==> src/rtl/fetch_queue.sv <==
// Instruction fetch queue: circular FIFO of {pc, inst} pairs between fetch and decode.
// Optional macro FETCHQ_BYPASS_EN adds a zero-latency in->out path when the queue is empty.
module fetch_queue #(
    parameter int              DEPTH    = 2,
    parameter int              XLEN     = 32,
    parameter logic [XLEN-1:0] NOP_INST = XLEN'(32'h0000_0013)
) (
    input  logic                       clk,
    input  logic                       rst,
    input  logic                       in_valid,
    output logic                       in_ready,
    input  logic [XLEN-1:0]            in_pc,
    input  logic [XLEN-1:0]            in_inst,
    output logic                       out_valid,
    input  logic                       out_ready,
    output logic [XLEN-1:0]            out_pc,
    output logic [XLEN-1:0]            out_inst,
    input  logic                       flush,
    output logic [$clog2(DEPTH+1)-1:0] count
);

    localparam int AW = $clog2(DEPTH);
    localparam int CW = $clog2(DEPTH + 1);
    localparam logic [CW-1:0] FULL = CW'(DEPTH);

    logic [XLEN-1:0] pc_mem   [DEPTH];
    logic [XLEN-1:0] inst_mem [DEPTH];
    logic [AW-1:0]   wptr;
    logic [AW-1:0]   rptr;
    logic [CW-1:0]   count_q;
    logic            stored_valid;
    logic            push;
    logic            pop;
    logic            bypass_take;
    logic            wr_en;
    logic            rd_en;

    assign stored_valid = (count_q != '0);
    // Registered-only: a pop while full never opens room for a push in the same cycle.
    assign in_ready     = (count_q != FULL);
    assign count        = count_q;

`ifdef FETCHQ_BYPASS_EN
    logic bypass;
    assign bypass      = ~stored_valid & in_valid & ~flush;
    assign bypass_take = bypass & out_ready;
`else
    assign bypass_take = 1'b0;
`endif

    // NOTE: every output gets a default first so no path leaves it unassigned (no latch).
    always_comb begin
        out_valid = stored_valid;
        out_pc    = pc_mem[rptr];
        out_inst  = inst_mem[rptr];
        if (!stored_valid) begin
            out_pc   = '0;
            out_inst = NOP_INST;
`ifdef FETCHQ_BYPASS_EN
            if (bypass) begin
                out_valid = 1'b1;
                out_pc    = in_pc;
                out_inst  = in_inst;
            end
`endif
        end
    end

    assign push  = in_valid & in_ready & ~flush;
    assign pop   = out_valid & out_ready & ~flush;
    // A bypassed entry is handed straight to decode and never touches storage.
    assign wr_en = push & ~bypass_take;
    assign rd_en = pop & ~bypass_take;

    always_ff @(posedge clk) begin
        if (rst) begin
            wptr    <= '0;
            rptr    <= '0;
            count_q <= '0;
        end else if (flush) begin
            wptr    <= '0;
            rptr    <= '0;
            count_q <= '0;
        end else begin
            if (wr_en) wptr <= wptr + AW'(1);
            if (rd_en) rptr <= rptr + AW'(1);
            if (wr_en && !rd_en)      count_q <= count_q + CW'(1);
            else if (rd_en && !wr_en) count_q <= count_q - CW'(1);
        end
    end

    // NOTE: storage is deliberately not reset; count gates every read, so stale data is never seen.
    always_ff @(posedge clk) begin
        if (wr_en) begin
            pc_mem[wptr]   <= in_pc;
            inst_mem[wptr] <= in_inst;
        end
    end

endmodule

==> config.mk <==
export PLATFORM = sky130hd
export DESIGN_NAME = fetch_queue
export DESIGN_NICKNAME = d
export VERILOG_FILES = /design/src/rtl/fetch_queue.sv
export SDC_FILE = /design/constraint.sdc
export NUM_CORES = 1
export LEC_CHECK = 0
export ABC_AREA = 1
export ABC_CLOCK_PERIOD_IN_PS = 4800
export CAP_MARGIN = 25
export CORE_ASPECT_RATIO = 0.8
export CORE_MARGIN = 1.5
export CORE_UTILIZATION = 54
export DETAILED_ROUTE_END_ITERATION = 10
export DONT_BUFFER_PORTS = 1
export GPL_ROUTABILITY_DRIVEN = 0
export PLACE_DENSITY = 0.77
export SYNTH_ARGS = -nofsm -noshare
export SYNTH_HDL_FRONTEND = slang
export SYNTH_SLANG_ARGS = --single-unit
==> constraint.sdc <==
create_clock -name clk -period 4.8 [get_ports clk]
set_input_delay 0.24 -clock clk [delete_from_list [all_inputs] [get_ports clk]]
set_output_delay 0.24 -clock clk [all_outputs]
set_load 0.05 [all_outputs]
==> results.cfg <==
[run_status]
status = complete, no violations

[synthesis]
synth_enable_flop_cells = 128
yosysTopAreaCellShare_pct = 75.7
yosysSeqAreaShare_pct = 77.7
synth.net_count = 451
yosysTopAreaCell = edfxtp_1
ys_ff_latch = 133
synth-async-reset-ratio_pct = 0
synthDistinctLibCells = 19
ys_warn_count = 0
synth_ff_type = edfxtp_1
yosys-top-cells-count = nand2_1, edfxtp_1, a21oi_1
syn_avg_cell_area_sq_um = 13.3
yosysMostFrequentCell = nand2_1
synthCells = 381
syn_area_sq_um = 5080
synthTopCellsByArea = edfxtp_1, nand2_1, a21oi_1

[sta]
fin_setup_tns_ns = 0
tightest_slew_ns = 1.13
final.min_clock_period_ns = 3.04
setup_violations = 0
hold_viol_final = 0
rsz0062_at_grt = false
fin_crit_sh_pct = 63.4
finClkSkew_ns = 0.00826
slew_headroom_pct = 25.0
fmax_mhz = 329
slew_viol_final = 0

[global_routing]
gr-usage-met3_pct = 8.63
use_met1_pct = 27.3
use_met2_pct = 35.0
antenna_found_initial = 0
grt_pass1_vias = 3211
gr-total-overflow = 0
top_usage_layer = met2
grt_max_degree = 66
grt_pass1_wl_um = 16600
grt.total_usage_pct = 21.8

[job]
cap_violations = 0

[placed_design]
dp_cells = 482
port_buffers = 0
hpwlAfterDp_um = 5620

[cells_and_area]
nets = 525
final_cells = 583
drive_gt1_share_pct = 10.7
syn_to_final_growth_pct = 27.2
n_antenna_cell = 0

[critical_path]
crit_buf_inv = 2
worst_setup_path_end_kind = flip-flop
worstPathArrival_ns = 3.40
slowest_delay_ns = 0.68
crit_family = buffers and inverters
worst_setup_path_start_kind = flip-flop
crit_type = flip-flop to flip-flop
crit_chain = nor2_4, buf_4, nor2_2, nand2_1, ha_1, xor2_1, nor3_1, dlygate4sd3_1
crit_required_ns = 5.15
critPathSlowestCell = nor2_4
cp_num_cells = 8
cp_max_fo = 33
reg2reg_depth = 8

[cts]
clock_path_buffers = 2
cts_tree = done
cts_root_buffer = clkbuf_16
numCtsBuffers = 17
htreeDepth = 4
post-cts-setup-buffer-count = 0
clock-sinks = 133
clock_latency_ns = 0.41
cts.clk_slew.worst_paths_ns = 0.06
cts_resized = 0
cts_hold_buffers = 66

[route]
vias_per_cell = 5.51
drcViolationCount = 0
drt-initial-drc-count = 198
post_drt_wl_per_cell_um = 18.0
routed_wl_um = 10500
vias = 3212
postRouteAntennaNets = 0
first_pass_iters = 4

[floorplanning]
die_x_um = 111
dieArea_sq_um = 9990
initial_core_util_pct = 55.9
core-area_sq_um = 9080
top_level_ports = 137
num_rows = 31
die_h_um = 89.7

[worst_hold_path]
hp-class = primary input to flip-flop
holdPathStages = 3

[pwr]
p_per_area_nw_per_um2 = 447
ir_worst_vdd_mv = 0.294
leakage_uw = 0.00230
[tightest hold or removal path, stage by stage]
cell and delay, ns:
nor2_1 0.04, nand2_1 0.08, nor2_2 0.03
[cell usage in the layout, fill, tap and decap left out]
| cell | count |
|---|---|
| clkbuf_16 | 17 |
| nand4_1 | 1 |
| clkinv_4 | 3 |
| nand2_2 | 2 |
| dfxtp_2 | 1 |
| buf_12 | 3 |
| inv_1 | 9 |
| a21oi_1 | 61 |
| nand3_4 | 1 |
| nor3_1 | 1 |
| nor2_1 | 5 |
| inv_6 | 3 |
| inv_2 | 2 |
| ha_1 | 1 |
| buf_4 | 5 |
| bufinv_16 | 3 |
| nor2_4 | 3 |
| nand3_1 | 4 |
| dlygate4sd3_1 | 66 |
| nor2_2 | 2 |
| clkinvlp_4 | 4 |
| dfxtp_1 | 4 |
| xor2_1 | 1 |
| edfxtp_1 | 128 |
| clkinv_2 | 1 |
| clkbuf_1 | 1 |
| nand2_1 | 136 |
[worst paths after layout]
| path | from | end | slack (ns) |
|---|---|---|---|
| hold / removal | rst | wptr | 0.03 |
| setup / recovery | count[1] | count[0] | 1.76 |
| setup reg to reg | count[1] | count[0] | 1.76 |
| hold reg to reg | rptr | flip-flop | 0.50 |
[cell families after synthesis]
group | Yosys count | synth area share, %
AOI/OAI and AO/OA | 61 | 6.01
xor gates and xnor gates | 1 | 0.173
adders and majority gates | 1 | 0.246
buffers and inverters | 30 | 3.48
DFF | 133 | 77.7
and+or+nand+nor | 155 | 12.4
[where the power goes]
part / switching, uW / internal, uW / leakage (uW)
clock: 493 / 822 / 0.000284
sequential: 12.9 / 1310 / 0.00121
combinational: 184 / 61.5 / 0.000804
[per-layer routing]
layer  up-vias  routed length [um]
met5         -                   0
met3        15                 747
met4         0                 129
met2       145                5400
li1       1482                   -
met1      1570                4230
[sequential cells by signal, indices dropped and copies added (netlist names), named ones only]
signal    cells
inst_mem     64
pc_mem       64
count         2
rptr          1
wptr          1
[area by class of cell]
class	count	area, sq um
flip-flops and latches	133	3950
well taps	115	144
clock inverters	14	178
clock buffers	18	429
multi-input cells	218	963
inverters	11	41.3
fillers	617	2620
repair buffers	74	758
[metrics by stage]
stage / cell area [sq um] / hold WS, ns / power (uW) / setup slack (ns) / util, %
after floorplan: 5080 / 0.317 / 1520 / 0.380 / -
after global placement: 5150 / 0.320 / 1530 / 2.04 / 56.7
after detailed placement: 5160 / 0.322 / 1540 / 1.98 / 56.8
after CTS: 6420 / 0.0222 / 2900 / 1.52 / 70.8
after global routing: 6460 / 0.0507 / 2970 / 1.52 / 71.2
final: 6460 / 0.0309 / 2880 / 1.76 / 71.2
(Power assumes the default switching activity.)
